--- config.mk ---
export PLATFORM = sky130hd
export DESIGN_NAME = if_fetch_queue_flat
export DESIGN_NICKNAME = d
export VERILOG_FILES = /design/src/rtl/if_fetch_queue_if.sv /design/src/rtl/if_fetch_queue.sv /design/src/flat_wrapper.sv
export SDC_FILE = /design/constraint.sdc
export NUM_CORES = 1
export LEC_CHECK = 0
export ABC_AREA = 1
export CAP_MARGIN = 10
export CORE_MARGIN = 8
export CORE_UTILIZATION = 43
export CTS_CLUSTER_SIZE = 20
export DETAILED_ROUTE_END_ITERATION = 8
export PLACE_DENSITY = 0.67
export SYNTH_ARGS = -nofsm -noshare
export SYNTH_HDL_FRONTEND = slang
export SYNTH_SLANG_ARGS = --single-unit
--- constraint.sdc ---
create_clock -name clk -period 10.8 [get_ports clk]
set_input_delay 2.16 -clock clk [delete_from_list [all_inputs] [get_ports clk]]
set_output_delay 2.16 -clock clk [all_outputs]
set_load 0.01 [all_outputs]
--- src/rtl/if_fetch_queue_if.sv ---
// Instruction-bus interface for if_fetch_queue: split address/data phases.
// master = fetch unit (issues addresses, receives data); slave = memory side.
interface if_fetch_queue_if #(
  parameter int ADDR_W = 64,
  parameter int DATA_W = 64
);
  logic              if_req_valid;
  logic              if_req_op;
  logic [ADDR_W-1:0] inst_addr;
  logic              inst_addr_ok;
  logic              inst_data_ok;
  logic [DATA_W-1:0] inst_data;

  modport master (
    output if_req_valid, if_req_op, inst_addr,
    input  inst_addr_ok, inst_data_ok, inst_data
  );

  modport slave (
    input  if_req_valid, if_req_op, inst_addr,
    output inst_addr_ok, inst_data_ok, inst_data
  );
endinterface

--- src/rtl/if_fetch_queue.sv ---
// Instruction-fetch front end: issues sequential fetch addresses, tracks the
// PCs of outstanding requests, buffers returned instructions toward decode and
// discards stale responses after a redirect.
// Optional feature: define IFQ_BYPASS_EN to let a response reach decode in the
// same cycle when the queue is empty.
module if_fetch_queue #(
  parameter int                ADDR_W          = 64,
  parameter int                DATA_W          = 64,
  parameter int                INST_W          = 32,
  parameter int                MAX_OUTSTANDING = 2,
  parameter int                IBUF_DEPTH      = 4,
  parameter logic [ADDR_W-1:0] PC_START        = ADDR_W'(64'h8000_0000)
) (
  input  logic              clk,
  input  logic              rst,
  input  logic              redirect_valid,
  input  logic [ADDR_W-1:0] redirect_pc,
  if_fetch_queue_if.master  bus,
  output logic              inst_valid,
  output logic [INST_W-1:0] inst,
  output logic [ADDR_W-1:0] inst_pc,
  input  logic              id_ready,
  output logic              stall_req
);

  localparam int OW     = $clog2(MAX_OUTSTANDING + 1);
  localparam int OW1    = OW + 1;
  localparam int PW     = (MAX_OUTSTANDING > 1) ? $clog2(MAX_OUTSTANDING) : 1;
  localparam int QW     = $clog2(IBUF_DEPTH);
  localparam int LANE_W = $clog2(DATA_W / 8) - 2;
  localparam int SUM_W  = OW + QW + 2;

  typedef enum logic {BOOT, RUN} state_t;

  state_t            state_q, state_d;
  logic [ADDR_W-1:0] fetch_pc_q;

  // In-flight PC FIFO: PCs of accepted requests whose responses are still kept.
  logic [ADDR_W-1:0] pcf_mem [MAX_OUTSTANDING];
  logic [PW-1:0]     pcf_wr_q, pcf_rd_q;
  logic [OW-1:0]     pcf_cnt_q;
  // Responses still owed by the bus for requests issued before a redirect.
  logic [OW-1:0]     discard_cnt_q;

  // Instruction queue toward decode.
  logic [INST_W-1:0] ibuf_inst [IBUF_DEPTH];
  logic [ADDR_W-1:0] ibuf_pc   [IBUF_DEPTH];
  logic [QW-1:0]     q_wr_q, q_rd_q;
  logic [QW:0]       q_cnt_q;

  logic [OW:0]       inflight;
  logic              req_ok, addr_hs, resp_keep, bypass, q_push, q_pop, q_empty;
  logic [ADDR_W-1:0] resp_pc;
  logic [INST_W-1:0] resp_inst;

  function automatic logic [PW-1:0] pcf_next(input logic [PW-1:0] p);
    return (p == PW'(MAX_OUTSTANDING - 1)) ? '0 : p + 1'b1;
  endfunction

  // Everything the bus still owes us, kept or to be dropped.
  assign inflight = {1'b0, pcf_cnt_q} + {1'b0, discard_cnt_q};
  assign q_empty  = (q_cnt_q == '0);
  assign resp_pc  = pcf_mem[pcf_rd_q];

  // Pick the instruction lane of the returned bus word addressed by the PC.
  generate
    if (LANE_W > 0) begin : g_lane
      logic [LANE_W-1:0] lane_idx;
      assign lane_idx  = resp_pc[LANE_W+1:2];
      assign resp_inst = bus.inst_data[lane_idx*INST_W +: INST_W];
    end else begin : g_lane
      assign resp_inst = bus.inst_data[INST_W-1:0];
    end
  endgenerate

  // FSM next state and request gating; reserve queue space for every request.
  // NOTE: every signal driven here gets a default first so no latch is inferred.
  always_comb begin
    state_d = state_q;
    req_ok  = 1'b0;
    if (state_q == BOOT) begin
      state_d = RUN;
    end else begin
      req_ok = (inflight < OW1'(MAX_OUTSTANDING)) &&
               ((SUM_W'(inflight) + SUM_W'(q_cnt_q)) < SUM_W'(IBUF_DEPTH)) &&
               !redirect_valid;
    end
  end

  assign bus.if_req_valid = req_ok;
  assign bus.if_req_op    = 1'b0;
  assign bus.inst_addr    = fetch_pc_q;

  assign addr_hs   = req_ok & bus.inst_addr_ok;
  assign resp_keep = bus.inst_data_ok & (discard_cnt_q == '0) &
                     (pcf_cnt_q != '0) & ~redirect_valid;
`ifdef IFQ_BYPASS_EN
  assign bypass    = resp_keep & q_empty & id_ready;
`else
  assign bypass    = 1'b0;
`endif
  assign q_push    = resp_keep & ~bypass;
  assign q_pop     = ~q_empty & id_ready;

  // Head of queue toward decode, or the bypassed response when the queue is empty.
  always_comb begin
    inst_valid = 1'b0;
    inst       = '0;
    inst_pc    = '0;
    if (!q_empty) begin
      inst_valid = 1'b1;
      inst       = ibuf_inst[q_rd_q];
      inst_pc    = ibuf_pc[q_rd_q];
    end else if (bypass) begin
      inst_valid = 1'b1;
      inst       = resp_inst;
      inst_pc    = resp_pc;
    end
  end

  assign stall_req = rst & q_empty & ~bypass;

  // FSM state register.
  // NOTE: sequential state uses non-blocking assignments so all registers see pre-edge values.
  always_ff @(posedge clk) begin
    if (!rst) state_q <= BOOT;
    else      state_q <= state_d;
  end

  // Fetch PC: jump on redirect, advance one instruction per accepted address.
  always_ff @(posedge clk) begin
    if (!rst)                fetch_pc_q <= PC_START;
    else if (redirect_valid) fetch_pc_q <= redirect_pc;
    else if (addr_hs)        fetch_pc_q <= fetch_pc_q + ADDR_W'(4);
  end

  // In-flight PC FIFO pointers and occupancy; a redirect forgets every entry.
  always_ff @(posedge clk) begin
    if (!rst || redirect_valid) begin
      pcf_wr_q  <= '0;
      pcf_rd_q  <= '0;
      pcf_cnt_q <= '0;
    end else begin
      if (addr_hs)   pcf_wr_q <= pcf_next(pcf_wr_q);
      if (resp_keep) pcf_rd_q <= pcf_next(pcf_rd_q);
      if (addr_hs && !resp_keep)      pcf_cnt_q <= pcf_cnt_q + 1'b1;
      else if (!addr_hs && resp_keep) pcf_cnt_q <= pcf_cnt_q - 1'b1;
    end
  end

  // Discard counter: on redirect every owed response becomes stale, except a
  // beat arriving in the redirect cycle itself, which is already dropped.
  always_ff @(posedge clk) begin
    if (!rst) begin
      discard_cnt_q <= '0;
    end else if (redirect_valid) begin
      if (bus.inst_data_ok && inflight != '0) discard_cnt_q <= OW'(inflight - 1'b1);
      else                                    discard_cnt_q <= OW'(inflight);
    end else if (bus.inst_data_ok && discard_cnt_q != '0) begin
      discard_cnt_q <= discard_cnt_q - 1'b1;
    end
  end

  // Instruction queue pointers and count; a redirect empties it.
  always_ff @(posedge clk) begin
    if (!rst || redirect_valid) begin
      q_wr_q  <= '0;
      q_rd_q  <= '0;
      q_cnt_q <= '0;
    end else begin
      if (q_push) q_wr_q <= q_wr_q + 1'b1;
      if (q_pop)  q_rd_q <= q_rd_q + 1'b1;
      if (q_push && !q_pop)      q_cnt_q <= q_cnt_q + 1'b1;
      else if (!q_push && q_pop) q_cnt_q <= q_cnt_q - 1'b1;
    end
  end

  // Storage writes for the PC FIFO and the instruction queue.
  // NOTE: storage arrays have no reset; the counters above decide which entries are live.
  always_ff @(posedge clk) begin
    if (addr_hs) pcf_mem[pcf_wr_q] <= fetch_pc_q;
    if (q_push) begin
      ibuf_inst[q_wr_q] <= resp_inst;
      ibuf_pc[q_wr_q]   <= resp_pc;
    end
  end

endmodule

--- src/flat_wrapper.sv ---
// flat-port wrapper written by rule: the top's interface ports become plain ports
module if_fetch_queue_flat 
#(
  parameter int                ADDR_W          = 64,
  parameter int                DATA_W          = 64,
  parameter int                INST_W          = 32,
  parameter int                MAX_OUTSTANDING = 2,
  parameter int                IBUF_DEPTH      = 4,
  parameter logic [ADDR_W-1:0] PC_START        = ADDR_W'(64'h8000_0000)
)
  (clk, rst, redirect_valid, redirect_pc, inst_valid, inst, inst_pc, id_ready, stall_req, bus_if_req_valid, bus_if_req_op, bus_inst_addr, bus_inst_addr_ok, bus_inst_data_ok, bus_inst_data);
  if_fetch_queue_if #(.ADDR_W(ADDR_W), .DATA_W(DATA_W)) bus_i ();
  input  logic clk;
  input  logic rst;
  input  logic redirect_valid;
  input  logic [ADDR_W-1:0] redirect_pc;
  output logic inst_valid;
  output logic [INST_W-1:0] inst;
  output logic [ADDR_W-1:0] inst_pc;
  input  logic id_ready;
  output logic stall_req;
  output wire logic [$bits(bus_i.if_req_valid)-1:0] bus_if_req_valid;
  output wire logic [$bits(bus_i.if_req_op)-1:0] bus_if_req_op;
  output wire logic [$bits(bus_i.inst_addr)-1:0] bus_inst_addr;
  input wire logic [$bits(bus_i.inst_addr_ok)-1:0] bus_inst_addr_ok;
  input wire logic [$bits(bus_i.inst_data_ok)-1:0] bus_inst_data_ok;
  input wire logic [$bits(bus_i.inst_data)-1:0] bus_inst_data;
  assign bus_if_req_valid = bus_i.if_req_valid;
  assign bus_if_req_op = bus_i.if_req_op;
  assign bus_inst_addr = bus_i.inst_addr;
  assign bus_i.inst_addr_ok = bus_inst_addr_ok;
  assign bus_i.inst_data_ok = bus_inst_data_ok;
  assign bus_i.inst_data = bus_inst_data;
  if_fetch_queue #(.ADDR_W(ADDR_W), .DATA_W(DATA_W), .INST_W(INST_W), .MAX_OUTSTANDING(MAX_OUTSTANDING), .IBUF_DEPTH(IBUF_DEPTH), .PC_START(PC_START)) u_core (.clk(clk), .rst(rst), .redirect_valid(redirect_valid), .redirect_pc(redirect_pc), .bus(bus_i), .inst_valid(inst_valid), .inst(inst), .inst_pc(inst_pc), .id_ready(id_ready), .stall_req(stall_req));
endmodule
==> results.cfg <==
[final_layout]
post-route-util_pct = 52.6
layout_common_cells = 523 x nor2_1, 512 x edfxtp_1, 310 x nand2_1, 295 x clkdlybuf4s50_1, 241 x o21ai_0
layout_commonest_cell = nor2_1
final_layout_size_suffix_gt1_share_pct = 9.15
num_antenna_cells = 0
fin_cells = 3396
fin_area_um2 = 30900
layout.nets = 2723
area_growth_pct = 21.8

[die]
die_h_um = 259
io_pins = 298
die_area_um2 = 66900
coreArea_um2 = 58700
floorplan.rows = 89
fp.dieW_um = 259
start_util_pct = 43.2

[yosys]
syn_area_per_cell_um2 = 11.0
ys_seq_elements = 593
synthesis.nets = 2460
yosysWarningCount = 0
synth_area_um2 = 25300
ys_seq_area_share_pct = 67.1
ys_types = 38
syn_inst = 2312

[routing]
wl_per_cell_um = 20.8
num_vias = 17904
drtAntennaViolNets = 0
routed_wl_um = 70600
viasPerCell = 5.27
remaining_drc_errors = 0
dr.pass1.iters = 5
drt_iter0_markers = 1585

[sta]
hold_violations = 0
fmax_ghz = 0.159
clock-skew-final_ps = 26.4
fin_crit_ps = 6300
max_slew_margin_pct = 25.7
slew_violations = 0
max_slew.worst_pin.slew_ps = 1120
finalSetupTns_ps = 0
rsz0062_at_grt = false
final.period_utilization_pct = 58.3
timing.final.ws_setup_ps = 4500
holdWs_ps = 453
finalSetupViolCount = 0

[global_route]
grt.total_usage_pct = 20.5
grt_pass1_wl_um = 106000
grt_pass1_vias = 17713
antenna_found_initial = 0
grt_max_degree = 120
grt-ovfl-total = 0

[critical_path]
rr_endpoint = u_core.ibuf_inst[1][0]
cp-end-kind = primary output
reg2reg_slack_ps = 7040
cp-start-kind = register
reg2regPathDepth = 7
crit_arrival_ps = 4140
r2r_start = u_core.discard_cnt_q[0]
endpoint = inst_pc[6]
crit_type = register to primary output
crit_required_ps = 8640
path_max_fanout = 90

[place]
placedCellCount = 3286
post_dp_cell_area_um2 = 29000
routabilityCongestion = 0.926
dp_worst_setup_slack_ps = 4770
port_buffers = 296
hpwl_um = 45000

[cts]
clock_sink_count = 593
ctsResizeCount = 0
clk_pin_slew_ps = 60
ctsRootBufferMaster = clkbuf_16
cts_hold_buf = 0
ctsHtreeMaxLevel = 2
cts-buffers-inserted = 60
clock_path_buffers = 3
cts_tree = done
clk_latency_ps = 620
post-cts-setup-buffers = 0

[hold_path]
worst_hold_path_type = register to register

[power_and_ir_drop]
power_density_nw_per_um2 = 157
power_mw = 4.84
vdd_drop_max_uv = 134
leakagePower_nw = 10.3

[outcome]
status = finished clean

[flow_run]
cap_violations = 0
==> Yosys cell counts (all sizes together) <==
master	instances	area share, %
nor3	7	0.20
ha	12	0.59
a21o	2	0.059
nor2	542	8.2
nand4	13	0.32
nand3	55	1.1
clkinv	3	0.044
mux2	96	4.3
o21ai	244	4.8
a221oi	1	0.035
nor3b	1	0.030
clkbuf	51	0.76
or2	3	0.074
nand3b	4	0.17
xor2	29	1.0
xnor2	9	0.31
inv	108	1.6
conb	1	0.015
a31oi	20	0.49
dfxtp	81	6.4
o211ai	3	0.089
buf	60	1.1
a21oi	139	2.8
edfxtp	512	61
nand2	314	4.7
fa	2	0.16
==> per-layer routing <==
layer	GRT usage (%)	part of all wire, %
met1	27.1	43
met2	33.6	47
met3	4.05	6.9
met4	6.69	2.9
met5	0	0
==> kinds of logic after synthesis <==
group                    share of synthesized area, %
multiplexers                                     4.27
AO/OA/AOI/OAI                                    8.26
XOR/XNOR                                         1.31
flip-flops                                       67.1
other                                          0.0148
adder cells (fa/ha/maj)                         0.751
buffers and inverters                            3.51
AND/OR/NAND/NOR                                  14.8
==> worst min-delay path by stage <==
stage | from | end | slack [ps] | cells past startpoint
after floorplan | u_core.pcf_rd_q | register | 430 | 1
after global placement | u_core.pcf_rd_q | u_core.pcf_rd_q | 440 | 1
after detailed placement | u_core.pcf_rd_q | u_core.pcf_rd_q | 450 | 1
after CTS | u_core.pcf_rd_q | u_core.pcf_rd_q | 460 | 1
after global routing | u_core.pcf_rd_q | u_core.pcf_rd_q | 490 | 1
final | u_core.pcf_rd_q | register | 450 | 1
==> cell type report <==
cell class | instances | area [um2]
well taps | 773 | 967
multi-input cells | 1497 | 7500
flip-flops and latches | 593 | 17000
inverters | 111 | 420
fillers | 4990 | 27800
clock buffers | 79 | 1630
repair buffers | 312 | 3080
clock inverters | 31 | 259
==> state kept, by name, indices dropped and copies added, names as in the netlist, named ones only <==
signal and flops:
u_core.pcf_wr_q 1, u_core.q_rd_q 2, u_core.bus.inst_addr 64, u_core.ibuf_inst 128
u_core.q_wr_q 2, u_core.ibuf_pc 256, u_core.pcf_rd_q 1, u_core.state_q 1
u_core.q_cnt_q 3, u_core.pcf_mem 128, u_core.pcf_cnt_q 2, u_core.discard_cnt_q 2
==> where the power goes <==
group	switching (mW)	internal (mW)	total, mW	leakage [nW]
registers	0.0562	2.52	2.58	5.25
clock network	0.840	1.15	1.99	0.921
logic	0.140	0.130	0.270	4.15
==> critical path: stages (launching register included) <==
cell,delay (ps)
dfxtp_4,610
buf_4,680
buf_4,820
nor2_1,110
nor2_1,120
o21ai_0,90
a21oi_1,300
clkdlybuf4s50_1,610
Note: power is estimated with default switching activity, not from simulation.
==> RTL edit 1, RTL diff (same flow settings) <==
`MAX_OUTSTANDING` is set to 2 in 2 places; all go to 4.
--- a/src/rtl/if_fetch_queue.sv
+++ b/src/rtl/if_fetch_queue.sv
@@ -7,7 +7,7 @@
   parameter int                ADDR_W          = 64,
   parameter int                DATA_W          = 64,
   parameter int                INST_W          = 32,
-  parameter int                MAX_OUTSTANDING = 2,
+  parameter int                MAX_OUTSTANDING = 4,
   parameter int                IBUF_DEPTH      = 4,
   parameter logic [ADDR_W-1:0] PC_START        = ADDR_W'(64'h8000_0000)
 ) (
--- a/src/flat_wrapper.sv
+++ b/src/flat_wrapper.sv
@@ -4,7 +4,7 @@
   parameter int                ADDR_W          = 64,
   parameter int                DATA_W          = 64,
   parameter int                INST_W          = 32,
-  parameter int                MAX_OUTSTANDING = 2,
+  parameter int                MAX_OUTSTANDING = 4,
   parameter int                IBUF_DEPTH      = 4,
   parameter logic [ADDR_W-1:0] PC_START        = ADDR_W'(64'h8000_0000)
 )
Behaviour: not the same (Yosys sat finds a counterexample within 4 cycles, from zero or initial values and one cycle with rst low).
==> RTL edit 1 against the unedited design <==
  * Routed wire length is 16% higher
  * Core utilization is 0.17 points lower
  * Sequential share of layout area is 1.9 points higher
  * Power is 24% higher
  * Sequential cell count is 133 higher
  * Die area is 19% higher
  * Area after synthesis is 21% higher
  * Cell area is 19% higher
  * Via count is 21% higher
  * First-iteration DRC count is 13% higher
  * Setup slack better by 0.042 ns
  * Cell count is 21% higher
  * Largest cell class unchanged
  * Largest power group unchanged
  * Highest routed layer unchanged
==> RTL edit 1: results (changes against the unedited design) <==
----------------------------------------------------
[Logic synthesis]
  Synthesized netlist cell count ... 2868 (+24%)
  Post-synth EDFFs ... 640 (+25%)
  Netlist cell types ... 42 (+11%)
  Synthesized net count ... 3026 (+23%)
  Sequential area share after synthesis ... 68.58% (+1.5 points)
  Commonest cells in the netlist ... nor2_1 (686), edfxtp_1 (640), nand2_1 (423)

[Pwr]
  Fraction of power consumed by combinational cells ... 5.3% (-0.3 points)
  Worst vdd rail ir drop ... 0.1042 mV (-22%)
  Switching share of power ... 21.18% (-0.24 points)
  Power per Cell Area ... 163.2 nW/um^2 (+4.1%)
  Leakage Power ... 12.66 nW (+23%)

[Clock network]
  Clock buffers created by TritonCTS ... 75 (+25%)

[Placement]
  Detailed-placement wirelength estimate ... 51.22 mm (+14%)
  Placement-stage worst setup slack ... 4.540 ns (-0.2338 ns)
  Placed cell count ... 3980 (+21%)

[Cells and area]
  Multi-input gate area ... 8648 sq um (+15%)
  Number of standard cells in the layout, taps in and fillers out ... 4114 (+21%)
  Filler Cell Count ... 6150 (+23%)
  Count of nets after finishing ... 3275 (+20%)
  Registers with the highest flip-flop counts ... u_core.ibuf_pc x256, u_core.pcf_mem x256, u_core.ibuf_inst x128

[Worst setup path]
  Termination of the worst setup path ... stall_req
  Reg-to-reg critical path startpoint ... u_core.pcf_cnt_q[0]
  Stage delay of the slowest cell on the critical path ... 1.04 ns (+0.22 ns)
  Count of cells along the worst register-to-register path ... 16 (+9)
  Setup slack, reg-to-reg ... 5.94 ns (-1.10 ns)
  Max FO, Critical Path ... 22 (-76%)

[Min path]
  Hold path start ... u_core.pcf_cnt_q[2]

[Route]
  Routed wirelength normalized by instance count ... 19.93 um (-4.1%)
  Vias/cell ... 5.265 (-0.14%)
  Total iterations of the first detailed-routing run ... 6 (+1)
  Met3 WL post-DR ... 6.854 mm (+41%)

[GRT]
  Met3 track utilization from global routing ... 4.536% (+0.49 points)
  Number of global-route vias before repair ... 20560 (+16%)
  Fraction of met1 tracks used by global routing ... 26.60% (-0.54 points)
  Total track usage ... 20.00% (-0.46 points)
  Maximum number of pins on one net before global-route repair ... 118 (-1.7%)

[Timing]
  Post-route clock skew ... 0.02703 ns (+0.0005879 ns)
  Portion of the clock cycle consumed by the worst path in the final layout ... 57.96% (-0.39 points)
  Max transition margin ... 26.03% (+0.38 points)

[Outcome]
  Run status ... completed

----------------------------------------------------
[RTL edit 1: final cells by class]
class,count,share of cell area [%]
sequential,726,57.00
multi-input combinational,1883,23.53
timing repair buffer,326,8.660
clock buffer,93,5.433
tap,940,3.200
clock inverter,41,1.093
inverter,105,1.086
[RTL edit 1: worst min-delay path by stage]
| stage | endpoint | slack [ns] | cells after the start |
|---|---|---|---|
| final | u_core.pcf_cnt_q[2] | 0.49 | 2 |
| after global routing | u_core.q_rd_q[0] | 0.51 | 1 |
| after CTS | u_core.pcf_cnt_q[2] | 0.49 | 2 |
| after detailed placement | u_core.pcf_cnt_q[2] | 0.48 | 2 |
| after global placement | u_core.q_rd_q[0] | 0.46 | 1 |
| after floorplan | register | 0.44 | 2 |
[RTL edit 1: cell families after synthesis]
kind of cell | after synthesis | share of synthesized area, %
other cells | 1 | 0.01228
xor+xnor | 39 | 1.143
simple gates | 1222 | 15.72
fa+ha+maj | 24 | 1.057
flops | 726 | 68.58
buf+inv | 259 | 3.319
compound gates | 597 | 10.17
==> RTL edit 2, RTL diff (same settings) <==
Without the edit above. Make the reset (`rst`) asynchronous in 3 clocked blocks.
--- a/src/rtl/if_fetch_queue.sv
+++ b/src/rtl/if_fetch_queue.sv
@@ -122,13 +122,13 @@
 
   // FSM state register.
   // NOTE: sequential state uses non-blocking assignments so all registers see pre-edge values.
-  always_ff @(posedge clk) begin
+  always_ff @(posedge clk or negedge rst) begin
     if (!rst) state_q <= BOOT;
     else      state_q <= state_d;
   end
 
   // Fetch PC: jump on redirect, advance one instruction per accepted address.
-  always_ff @(posedge clk) begin
+  always_ff @(posedge clk or negedge rst) begin
     if (!rst)                fetch_pc_q <= PC_START;
     else if (redirect_valid) fetch_pc_q <= redirect_pc;
     else if (addr_hs)        fetch_pc_q <= fetch_pc_q + ADDR_W'(4);
@@ -150,7 +150,7 @@
 
   // Discard counter: on redirect every owed response becomes stale, except a
   // beat arriving in the redirect cycle itself, which is already dropped.
-  always_ff @(posedge clk) begin
+  always_ff @(posedge clk or negedge rst) begin
     if (!rst) begin
       discard_cnt_q <= '0;
     end else if (redirect_valid) begin
Behaviour: differs if rst is asserted again (counterexample within 4 cycles, from zero or initial values and one cycle with rst low); with rst held inactive, the same outputs for 4 cycles.
==> RTL edit 2 against the unedited design <==
  * Cell area grew 1.1%
  * Synthesized cell count shrank 0.13%
  * Routed wire length grew 1.2%
  * Area after synthesis grew 1.3%
  * Critical path depth is the same
  * Clock power is essentially flat
  * Core utilization grew 0.29 points
  * Sequential power grew 5%
  * Count of clock-buffer cells in the layout shrank 2
  * Sequential cell count is the same
  * Setup slack lost 0.057 ns
  * Combinational power grew 59%
  * Via count shrank 0.14%
  * Power grew 5.8%
  * Largest cell class unchanged
  * Highest routed layer unchanged
==> RTL edit 2: results (changes against the unedited design) <==
----------------------------------------------------
[Cells and area]
  Sequential share of cell area ... 55.58% (+0.46 points)
  Filler Cell Count ... 5083 (+1.9%)
  Multi-input gate area ... 7522 sq um (+0.33%)
  Count of nets after finishing ... 2732 (+0.33%)
  Utilization of the core after routing ... 52.87% (+0.29 points)
  Number of non-clock inverters ... 102 (-8.1%)
  Number of clock buffer instances in the layout ... 77 (-2.5%)
  Clock network area share ... 5.991% (-0.12 points)
  Ratio of cells with drive above 1 in the final layout ... 9.893% (+0.74 points)
  Multi-input gate count ... 1510 (+0.87%)
  Proportion of final cell area spent on non-clock buffers ... 9.969% (about the same)

[Logic synthesis]
  Synthesized net count ... 2457 (-0.12%)
  Netlist cell types ... 42 (+11%)
  Most frequent cell after synthesis ... edfxtp_1
  Share of flip-flops with an asynchronous set or reset after synthesis ... 11.30% (+11 points)
  Synthesized netlist cell count ... 2309 (-0.13%)
  Most area-consuming cells after synthesis ... edfxtp_1 (60%), nor2_1 (7.4%), dfrtp_1 (6.4%)

[Worst setup path]
  Stage delay of the slowest cell on the critical path ... 0.79 ns (-0.03 ns)
  Max FO, Critical Path ... 72 (-20%)
  CP max stage cell ... dfxtp_4
  Reg-to-reg critical path startpoint ... u_core.discard_cnt_q[0]

[Timing]
  Max transition margin ... 22.25% (-3.4 points)
  Post-route clock skew ... 0.01246 ns (-0.01398 ns)

[Pwr]
  Cell Int Power ... 3.907 mW (+2.8%)
  Leakage Power ... 10.82 nW (+4.9%)

[Placement]
  Detailed-placement wirelength estimate ... 45.68 mm (+1.6%)
  Placed cell count ... 3295 (+0.27%)
  Placement-stage worst setup slack ... 4.934 ns (+0.1602 ns)
  Final weighted congestion of routability-driven global placement ... 0.9040 (-2.3%)
  Area of placed instances ... 29330 sq um (+1.3%)

[Outcome]
  Run status ... completed

[Min path]
  Hold path start ... u_core.q_rd_q[1]

[GRT]
  Maximum number of pins on one net before global-route repair ... 114 (-5.0%)
  Global-route wire length before repair ... 106.6 mm (+0.30%)
  Total track usage ... 20.42% (-0.048 points)
  Number of global-route vias before repair ... 17746 (+0.19%)

[Route]
  Initial drt markers ... 1527 (-3.7%)
  Routed wirelength normalized by instance count ... 21.00 um (+1.0%)
  Vias/cell ... 5.257 (-0.29%)

----------------------------------------------------
RTL edit 2: cell types whose count changed in the layout (fill, tap and decap cells not counted), moves of 10 or more:
cell,delta
o21ai_1,+17
dfrtp_1,+66
clkinv_2,-11
a21oi_1,-24
nor2_1,-23
dfxtp_1,-67
a31oi_1,-19
o21ai_0,-16
nand2_2,+10
nand2_1,+62
RTL edit 2: kinds of logic (layout without fill, tap and decap cells):
logic type / count (synthesis) / count (layout) / share of synthesized area [%]
and+or+nand+nor: 994 / 994 / 15.66
AOI/OAI and AO/OA: 375 / 375 / 7.465
adders and majority gates: 14 / 14 / 0.7412
DFF: 593 / 593 / 67.55
muxes: 96 / 96 / 4.228
xor gates and xnor gates: 29 / 29 / 0.9899
buffers and inverters: 206 / 525 / 3.335
other: 2 / 2 / 0.02927
RTL edit 2: metal layers:
layer	up-vias	share of wire, %	GRT usage (%)
met5	-	0	0
met4	0	2.8	6.751
met3	110	6.3	3.689
met2	612	48	33.86
met1	8680	43	27.04
li1	8477	-	-
RTL edit 2: power by group through the flow:
stage               Sequential (mW)  Combinational (mW)  Clock, mW
floorplan                      2.70               0.205          0
global placement               2.75               0.417          0
detailed placement             2.75               0.427          0
CTS                            2.70               0.430       2.03
global route                   2.71               0.473       2.12
finish                         2.70               0.428       1.99
RTL edit 2: path summary, 6_finish.rpt:
kind / endpoint / slack, ns / cells after the start
max: inst_pc[44] / 4.44 / 7
min: register / 0.46 / 2
max reg2reg: u_core.ibuf_pc[2][44] / 7.00 / 8
min reg2reg: register / 0.46 / 2
max in group asynchronous: u_core.bus.inst_addr[24] / 8.24 / 2
min in group asynchronous: u_core.bus.inst_addr[53] / 1.51 / 1
